**config.mk**
```make
export PLATFORM = sky130hd
export DESIGN_NAME = fmap_stream_reader_flat
export DESIGN_NICKNAME = d
export VERILOG_FILES = /design/src/rtl/fmap_stream_reader_if.sv /design/src/rtl/fmap_stream_reader.sv /design/src/flat_wrapper.sv
export SDC_FILE = /design/constraint.sdc
export NUM_CORES = 2
export LEC_CHECK = 0
export ABC_AREA = 1
export ABC_CLOCK_PERIOD_IN_PS = 2200
export CORE_AREA = 2 2 317 319
export CTS_CLUSTER_SIZE = 28
export DETAILED_ROUTE_END_ITERATION = 6
export DIE_AREA = 0 0 319 321
export MAX_ROUTING_LAYER = met4
export PLACE_DENSITY = 0.66
export SLEW_MARGIN = 20
export SYNTH_ARGS = -nofsm -noshare
export SYNTH_HDL_FRONTEND = slang
export SYNTH_SLANG_ARGS = --single-unit
```
**constraint.sdc**
```tcl
create_clock -name clk -period 2.2 [get_ports clk]
set_input_delay 0.44 -clock clk [delete_from_list [all_inputs] [get_ports clk]]
set_output_delay 0.44 -clock clk [all_outputs]
set_load 0.05 [all_outputs]
```
**src/rtl/fmap_stream_reader_if.sv**
```systemverilog
// Handshake bundle for fmap_stream_reader.
//   fmap_in/fmap_valid/fmap_ready : parallel frame capture from the conv stage
//   px_data/px_row/px_col/px_last : current streamed element and its tags
//   px_valid/px_ready             : element handshake toward the serial consumer
//   frame_max/frame_done          : per-frame max and completion pulse
// slave  : the reader itself
// master : the environment (frame producer + element consumer)
interface fmap_stream_reader_if #(
    parameter int ROWS = 14,
    parameter int COLS = 14,
    parameter int EW   = 4,
    parameter int RW   = 4
);
    logic [ROWS*COLS*EW-1:0] fmap_in;
    logic                    fmap_valid;
    logic                    fmap_ready;
    logic [EW-1:0]           px_data;
    logic [RW-1:0]           px_row;
    logic [RW-1:0]           px_col;
    logic                    px_last;
    logic                    px_valid;
    logic                    px_ready;
    logic [EW-1:0]           frame_max;
    logic                    frame_done;

    modport slave (
        input  fmap_in, fmap_valid, px_ready,
        output fmap_ready, px_data, px_row, px_col, px_last, px_valid,
               frame_max, frame_done
    );

    modport master (
        output fmap_in, fmap_valid, px_ready,
        input  fmap_ready, px_data, px_row, px_col, px_last, px_valid,
               frame_max, frame_done
    );
endinterface

```
**src/rtl/fmap_stream_reader.sv**
```systemverilog
// Captures a complete ROWSxCOLS feature map in one cycle and streams it out
// one element per px handshake in row-major order, with row/col tags, a last
// flag, a one-cycle frame_done pulse and the frame's maximum element.
// Ports:
//   clk   : rising-edge clock
//   rst_n : asynchronous active-low reset
//   bus   : fmap_stream_reader_if.slave (capture side + element stream side)
// Module parameters must match the parameters of the connected interface.
module fmap_stream_reader #(
    parameter int ROWS = 14,
    parameter int COLS = 14,
    parameter int EW   = 4,
    parameter int RW   = 4
) (
    input  logic                    clk,
    input  logic                    rst_n,
    fmap_stream_reader_if.slave     bus
);
    localparam int N  = ROWS * COLS;
    localparam int IW = $clog2(N + 1);

    typedef enum logic {IDLE, STREAM} state_t;

    state_t          state;
    logic [N*EW-1:0] shadow;
    logic [IW-1:0]   idx;
    logic [EW-1:0]   run_max;

    logic            hs;
    logic            col_wrap;
    logic [RW-1:0]   nxt_row;
    logic [RW-1:0]   nxt_col;
    logic [IW-1:0]   nxt_idx;
    logic [EW-1:0]   nxt_data;
    logic [EW-1:0]   max_cur;

    // Linear element index is tracked alongside row/col so the next element
    // can be registered into px_data without a row*COLS multiply.
    always_comb begin
        hs       = bus.px_valid & bus.px_ready;
        col_wrap = (bus.px_col == RW'(COLS - 1));
        nxt_col  = col_wrap ? '0 : bus.px_col + RW'(1);
        nxt_row  = col_wrap ? bus.px_row + RW'(1) : bus.px_row;
        nxt_idx  = idx + IW'(1);
        nxt_data = shadow[int'(nxt_idx) * EW +: EW];
        max_cur  = (bus.px_data > run_max) ? bus.px_data : run_max;
    end

    always_ff @(posedge clk or negedge rst_n) begin
        if (!rst_n) begin
            state          <= IDLE;
            shadow         <= '0;
            idx            <= '0;
            run_max        <= '0;
            bus.fmap_ready <= 1'b1;
            bus.px_data    <= '0;
            bus.px_row     <= '0;
            bus.px_col     <= '0;
            bus.px_last    <= 1'b0;
            bus.px_valid   <= 1'b0;
            bus.frame_max  <= '0;
            bus.frame_done <= 1'b0;
        end else begin
            bus.frame_done <= 1'b0;
            case (state)
                IDLE: begin
                    if (bus.fmap_valid) begin
                        shadow         <= bus.fmap_in;
                        idx            <= '0;
                        run_max        <= '0;
                        bus.px_data    <= bus.fmap_in[EW-1:0];
                        bus.px_row     <= '0;
                        bus.px_col     <= '0;
                        bus.px_last    <= (N == 1);
                        bus.px_valid   <= 1'b1;
                        bus.fmap_ready <= 1'b0;
                        state          <= STREAM;
                    end
                end
                STREAM: begin
                    if (hs) begin
                        if (bus.px_last) begin
                            bus.frame_max  <= max_cur;
                            bus.frame_done <= 1'b1;
                            bus.px_valid   <= 1'b0;
                            bus.px_last    <= 1'b0;
                            bus.fmap_ready <= 1'b1;
                            state          <= IDLE;
                        end else begin
                            run_max     <= max_cur;
                            idx         <= nxt_idx;
                            bus.px_data <= nxt_data;
                            bus.px_row  <= nxt_row;
                            bus.px_col  <= nxt_col;
                            bus.px_last <= (nxt_row == RW'(ROWS - 1)) &&
                                           (nxt_col == RW'(COLS - 1));
                        end
                    end
                end
                default: state <= IDLE;
            endcase
        end
    end
endmodule

```
**src/flat_wrapper.sv**
```systemverilog
// flat-port wrapper written by rule: the top's interface ports become plain ports
module fmap_stream_reader_flat 
#(
    parameter int ROWS = 14,
    parameter int COLS = 14,
    parameter int EW   = 4,
    parameter int RW   = 4
)
  (clk, rst_n, bus_fmap_in, bus_fmap_valid, bus_px_ready, bus_fmap_ready, bus_px_data, bus_px_row, bus_px_col, bus_px_last, bus_px_valid, bus_frame_max, bus_frame_done);
  fmap_stream_reader_if #(.ROWS(ROWS), .COLS(COLS), .EW(EW), .RW(RW)) bus_i ();
  input  logic clk;
  input  logic rst_n;
  input wire logic [$bits(bus_i.fmap_in)-1:0] bus_fmap_in;
  input wire logic [$bits(bus_i.fmap_valid)-1:0] bus_fmap_valid;
  input wire logic [$bits(bus_i.px_ready)-1:0] bus_px_ready;
  output wire logic [$bits(bus_i.fmap_ready)-1:0] bus_fmap_ready;
  output wire logic [$bits(bus_i.px_data)-1:0] bus_px_data;
  output wire logic [$bits(bus_i.px_row)-1:0] bus_px_row;
  output wire logic [$bits(bus_i.px_col)-1:0] bus_px_col;
  output wire logic [$bits(bus_i.px_last)-1:0] bus_px_last;
  output wire logic [$bits(bus_i.px_valid)-1:0] bus_px_valid;
  output wire logic [$bits(bus_i.frame_max)-1:0] bus_frame_max;
  output wire logic [$bits(bus_i.frame_done)-1:0] bus_frame_done;
  assign bus_i.fmap_in = bus_fmap_in;
  assign bus_i.fmap_valid = bus_fmap_valid;
  assign bus_i.px_ready = bus_px_ready;
  assign bus_fmap_ready = bus_i.fmap_ready;
  assign bus_px_data = bus_i.px_data;
  assign bus_px_row = bus_i.px_row;
  assign bus_px_col = bus_i.px_col;
  assign bus_px_last = bus_i.px_last;
  assign bus_px_valid = bus_i.px_valid;
  assign bus_frame_max = bus_i.frame_max;
  assign bus_frame_done = bus_i.frame_done;
  fmap_stream_reader #(.ROWS(ROWS), .COLS(COLS), .EW(EW), .RW(RW)) u_core (.clk(clk), .rst_n(rst_n), .bus(bus_i));
endmodule
```
======== Word-level counts from Yosys, hierarchy flattened ========
Cells that the tools add are included.
cells by class
  add/sub/neg operators ................... 3
  $mul .................................... 0
  div/mod/pow operators ................... 0
  $lt $le $gt $ge ......................... 1
  equal/unequal tests ..................... 7
  shift-type cells ........................ 1
  muxes and demuxes ....................... 39
  bitwise operators ....................... 2
  reductions and logical operators ........ 6
operators by type and width
  operator                                                number
  indexed part select 784 x 11 -> 4 bit                   1
  2-to-1 mux 4 bit                                        13
  one-hot mux 4 bit (2 select lines)                      4
  2-to-1 mux 8 bit                                        3
  one-hot mux 8 bit (2 select lines)                      1
  2-to-1 mux 1 bit                                        14
  == test 4 bit (second input constant)                   3
  AND reduction 3 bit                                     3
  adder 4 x 1 -> 4 bit (second input constant)            2
  adder 8 x 1 -> 8 bit (second input constant)            1
  one-hot mux 1 bit (2 select lines)                      4
  inequality test 2 bit (second input constant)           3
  > comparator 4 bit                                      1
  AND reduction 2 bit                                     2
  inequality test 2 x 1 -> 1 bit (second input constant)  1
  AND 1 bit                                               1
  logical AND 1 bit                                       1
  NOT 1 bit                                               1
storage, ports and cells
  bits in registers ....................... 817
  bits in latches ......................... 0
  memory bits (writable) .................. 0
  memory bits (read-only) ................. 0
  input bits .............................. 788
  logic and storage cells ................. 71
  memories ................................ 0

======== Longest topological paths before layout ========
  word-level depth ........................ 7
  depth in mapped cells ................... 18
  mapped depth without buffers ............ 16

======== Worst setup path before layout ========
Ideal clock, no wire load.
  kind .................................... register to register
  start point ............................. register u_core.idx[1]
  end point ............................... register u_core.bus.px_data[1]
  library setup time ...................... 66 ps
  arrival time ............................ 2,072 ps
  required time ........................... 2,134 ps
  path slack .............................. 62 ps
  stages on the path, launching flop included .. 15
  cells stage by stage .................... dfrtp_1 ha_1 buf_2 buf_2 clkbuf_1 o21ai_1 o22ai_1 nand3_1 a21oi_1 nand3_1 nand2_1 inv_2 nand2_1 nand2_1 nand2_1
on the way
  cells in the longest elaborated chain, start to end .. 5
RTL lines
  what                                   line                         RTL
  start, declared                        fmap_stream_reader.sv:26     logic [IW-1:0] idx;
  start signal, assigned                 fmap_stream_reader.sv:91     idx <= nxt_idx;
  adder 8 x 1 -> 8 bit                   fmap_stream_reader.sv:44     nxt_idx = idx + IW'(1);
  indexed part select 784 x 11 -> 4 bit  fmap_stream_reader.sv:45     nxt_data = shadow[int'(nxt_idx) * EW +: EW];
  2-to-1 mux 4 bit                       fmap_stream_reader.sv:82     if (bus.px_last) begin
  2-to-1 mux 4 bit                       fmap_stream_reader.sv:81     if (hs) begin
  one-hot mux 4 bit (2 select lines)     fmap_stream_reader.sv:65     case (state)
  end signal, assigned                   fmap_stream_reader.sv:71     bus.px_data <= bus.fmap_in[EW-1:0];
  end signal, assigned                   fmap_stream_reader.sv:92     bus.px_data <= nxt_data;
  end, declared                          fmap_stream_reader_if.sv:28  output fmap_ready, px_data, px_row, px_col, px_last, px_valid,
Every way passes these cells. The select of a mux whose other input is x is not followed.
A chain may end at the register's enable or synchronous reset.

======== Final worst setup path ========
  start point ............................. register u_core.idx[0]
  end point ............................... register u_core.bus.px_data[2]
Same word-level chain as after synthesis.

==> qor.csv <==
stage,metric,value,unit
sta,final number of hold-violating endpoints,0,
run_status,outcome,"complete, but fails checks",
power,switching power as a share of total power,21.9,%
synth,"share of synthesized cell area in and, or, nand and nor gates",24.7,%
cts,"Clk Latency, worst-skew pair",0.69,ns
detailed_routing,via count normalized by instance count,5.20,
synth,leading post-synthesis cells by instance count,"sky130_fd_sc_hd__nand2_1 (1856), sky130_fd_sc_hd__dfrtp_1 (816), sky130_fd_sc_hd__o21ai_0 (594)",
synth,Synthesis Warnings,0,
power,Leakage,25.9,nW
placement,weighted congestion at the end of routability-driven global placement,0.939,
cts,TritonCTS clock tree,done,
floorplan,standard-cell row count,116,
floorplan,IO Pins,808,
power,design internal power,26.5,mW
placement,Port Buf Inserts,807,
floorplan,die footprint,102000,um2
global_routing,aggregate global-route resource usage,30.5,%
global_routing,via count of the first global-routing pass,37600,
power,worst vdd rail ir drop,550,uV
cts,number of H-tree levels,3,
synth,"synthesized-area fraction occupied by ao, oa, aoi and oai cells",13.1,%
synth,area share of the largest cell type after synthesis,52.9,%
placement,worst slack at placement,-0.655,ns
placement,DP Cell Count,7044,
synth,"post-synthesis share of cell area spent on full adders, half adders and majority gates",0.195,%
synth,Mean Syn Cell Area,7.74,um2
floorplan,Initial Util,38.9,%
global_routing,pin count of the biggest net entering global routing,90,
synth,most frequently used cell type in the post-synthesis netlist,sky130_fd_sc_hd__nand2_1,
synth,most frequently used flop master after synthesis,sky130_fd_sc_hd__dfrtp_1,
critical_path,critical path startpoint category,flip-flop,
synth,Yosys top cell by area,sky130_fd_sc_hd__dfrtp_1,
synth,main area contributors after synthesis,"sky130_fd_sc_hd__dfrtp_1 (53%), sky130_fd_sc_hd__nand2_1 (18%), sky130_fd_sc_hd__o21ai_0 (7.7%)",
layout,fraction of layout instances using a drive strength above 1,10.7,%
synth,proportion of synthesized area in mux cells,0,%
critical_path,nature of the critical path endpoint,flip-flop,
floorplan,Core Area,99300,um2
sta,slack of the critical path,-0.312,ns
sta,slew margin rel.,60.5,%
cts,clock net sink count,817,
critical_path,kind of critical path,flip-flop to flip-flop,
synth,syn_nets,5778,
cts,number of clock buffers inserted by TritonCTS,91,
power,ratio of total power to cell area,618,nW/um2
sta,share of the clock period used by the worst path,114,%
detailed_routing,detailed-routing iteration count for the pre-antenna-repair pass,7,
cts,root buffer selected by CTS,sky130_fd_sc_hd__clkbuf_16,
sta,final total negative setup slack,-1.12,ns
critical_path,required time of the worst setup path,2.76,ns
power,fraction of power consumed by sequential logic,44.2,%
sta,fin. max-slew vios,0,
global_routing,total global routing overflow,0,
synth,synthesized instance count,4984,
critical_path,minimum setup slack among reg-to-reg paths,-0.31,ns
power,combinational power share,5.8,%
power,total net switching power,7.45,mW
synth,fraction of synthesis flops using an asynchronous set or reset pin,100,%
detailed_routing,drt first-iter violations,3777,
floorplan,die width,319,um
sta,RSZ-0062 raised after global routing,true,
placement,sum of net half-perimeters after detailed placement,114000,um
synth,dominant combinational cell family by area after synthesis,simple AND/OR/NAND/NOR gates,
cts,clock input transition at the sequential cells of the worst setup and hold paths,0.06,ns
floorplan,die height,321,um
synth,proportion of synthesized chip area in sequential cells,53.0,%
global_routing,initial antenna violation count,14,
synth,post-synthesis sequential element count,817,
sta,transition at the pin with the smallest max-transition slack,0.594,ns
layout,area growth from synthesis to layout,42.5,%
sta,hold slack,0.257,ns
global_routing,wire length of the first global-routing pass,230000,um
synth,cell area after synthesis,38600,um2
synth,post-synth cell types,25,
run_status,violations in the final reports,"design-rule violations, negative setup slack",
detailed_routing,via total after detailed routing,37800,
sta,FMAX,398,MHz
detailed_routing,total wire length after detailed routing,155000,um
job,number of max-capacitance violations reported,0,
worst_hold_path,Tightest Hold Check Type,input port to asynchronous set/reset pin,
power,clock share of power,50.0,%
detailed_routing,final antenna-violating net count,0,
cts,maximum clock insertion buffer count,3,
layout,final cell count without fillers,7263,
critical_path,data arrival time of the worst path,3.07,ns
critical_path,"Max FO, Critical Path",6,
detailed_routing,wire length per cell after detailed routing,21.3,um
sta,minimum clock period,2.51,ns
layout,nets,6669,
synth,number of enable flip-flop cells after synthesis,0,
detailed_routing,number of design rule violations left after detail routing,2,
sta,final number of setup-violating endpoints,4,
layout,fill cell total of the finished layout,9045,
synth,synthesized-area fraction occupied by xor and xnor cells,0.172,%
sta,worst setup skew after layout,0.0228,ns
worst paths after layout:
kind	cells after the start	endpoint	start
max	16	u_core.bus.px_data[2]	u_core.idx[0]
min	2	u_core.shadow[0]	rst_n
max reg2reg	16	u_core.bus.px_data[2]	u_core.idx[0]
min reg2reg	2	u_core.bus.fmap_ready	u_core.bus.fmap_ready
max in group asynchronous	4	u_core.shadow[602]	rst_n
min in group clk	3	u_core.shadow[46]	bus_fmap_in[46]
critical path, cell delays in order, from the launching register on:
cell,delay [ns]
sky130_fd_sc_hd__dfrtp_4,0.50
sky130_fd_sc_hd__ha_4,0.31
sky130_fd_sc_hd__buf_12,0.15
sky130_fd_sc_hd__clkinv_16,0.08
sky130_fd_sc_hd__buf_12,0.15
sky130_fd_sc_hd__buf_12,0.13
sky130_fd_sc_hd__buf_6,0.12
sky130_fd_sc_hd__o211ai_1,0.09
sky130_fd_sc_hd__nand3_1,0.12
sky130_fd_sc_hd__nand3_2,0.10
sky130_fd_sc_hd__nand3_2,0.09
sky130_fd_sc_hd__nand3_4,0.09
sky130_fd_sc_hd__nand2_4,0.07
sky130_fd_sc_hd__a21oi_4,0.22
sky130_fd_sc_hd__nand2_1,0.08
sky130_fd_sc_hd__nand2_1,0.06
sky130_fd_sc_hd__nand2_1,0.05
cell families after synthesis:
logic type / after synthesis
buffers and inverters: 874
DFF: 817
AOI/OAI and AO/OA: 908
and+or+nand+nor: 2374
xor gates and xnor gates: 5
adders and majority gates: 6
per-layer routing:
metal | GRT usage (%) | up-vias | part of all wire [%]
li1 | - | 17700 | -
met1 | 38.7 | 18100 | 41
met2 | 49.0 | 1648 | 47
met3 | 5.07 | 295 | 7.4
met4 | 12.1 | 0 | 4.1
met5 | - | - | 0
area by class of cell:
cell class / instances / area [um2] / share of cell area, %
Antenna cell: 13 / 32.5 / 0.0592
Clock buffer: 114 / 2570 / 4.67
Clock inverter: 56 / 772 / 1.40
Inverter: 529 / 2020 / 3.68
Multi-Input combinational cell: 3293 / 15400 / 28.0
Sequential cell: 817 / 20500 / 37.2
Tap cell: 1298 / 1620 / 2.95
Timing Repair Buffer: 1143 / 12100 / 22.0
state kept, by name, indices dropped and copies added (netlist names):
signal                 cells
u_core.run_max             4
u_core.bus.px_col          4
u_core.bus.px_row          4
u_core.bus.px_data         4
u_core.bus.px_last         1
u_core.idx                 8
u_core.bus.frame_max       4
u_core.bus.px_valid        1
u_core.state               1
u_core.bus.fmap_ready      1
u_core.bus.frame_done      1
u_core.shadow            784
power groups by stage:
stage | sequential (mW) | clock, mW | combinational (mW)
finish | 15.0 | 17.0 | 1.97
global route | 15.0 | 17.7 | 2.08
CTS | 15.0 | 17.2 | 1.99
detailed placement | 15.3 | 0 | 1.97
global placement | 15.3 | 0 | 1.97
floorplan | 15.3 | 0 | 0.00188
timing repair:
action                                  4_1_cts  5_1_grt
pin swaps                                    40       41
gates cloned                                  9        3
gates resized for setup                     148       58
setup buffers                                17        7
hold buffers                                  1        0
endpoints found under the hold margin        59        0
endpoints found under the setup margin       19        6
layout by cell type (no fill, tap or decap), types with 11 or more instances in the layout:
master | synthesis | final
sky130_fd_sc_hd__inv_1 | 520 | 520
sky130_fd_sc_hd__bufinv_16 | 0 | 16
sky130_fd_sc_hd__nand3_2 | 0 | 80
sky130_fd_sc_hd__a21oi_1 | 96 | 88
sky130_fd_sc_hd__o21ai_0 | 594 | 589
sky130_fd_sc_hd__buf_16 | 0 | 14
sky130_fd_sc_hd__nor2_1 | 20 | 17
sky130_fd_sc_hd__clkinvlp_4 | 0 | 11
sky130_fd_sc_hd__o22ai_1 | 12 | 12
sky130_fd_sc_hd__o21ai_1 | 11 | 16
sky130_fd_sc_hd__o211ai_1 | 193 | 193
sky130_fd_sc_hd__buf_12 | 0 | 81
sky130_fd_sc_hd__diode_2 | 0 | 13
sky130_fd_sc_hd__dfrtp_1 | 816 | 814
sky130_fd_sc_hd__clkbuf_8 | 0 | 16
sky130_fd_sc_hd__clkdlybuf4s50_1 | 0 | 786
sky130_fd_sc_hd__buf_6 | 1 | 21
sky130_fd_sc_hd__nand2_1 | 1856 | 1848
sky130_fd_sc_hd__clkbuf_16 | 0 | 96
sky130_fd_sc_hd__nand3_1 | 489 | 400
sky130_fd_sc_hd__clkinv_2 | 0 | 16
sky130_fd_sc_hd__buf_4 | 2 | 214
per-stage QoR:
stage / power (mW) / utilization (%) / instance area, um2
6_report: 34.0 / 55.4 / 55000
5_1_grt: 34.8 / 55.4 / 55000
4_1_cts: 34.2 / 54.9 / 54500
3_5_place_dp: 17.3 / 50.6 / 50200
3_3_place_gp: 17.3 / 50.6 / 50200
2_1_floorplan: 15.3 / - / 38600
No activity file was read; power rests on OpenSTA's default activity.
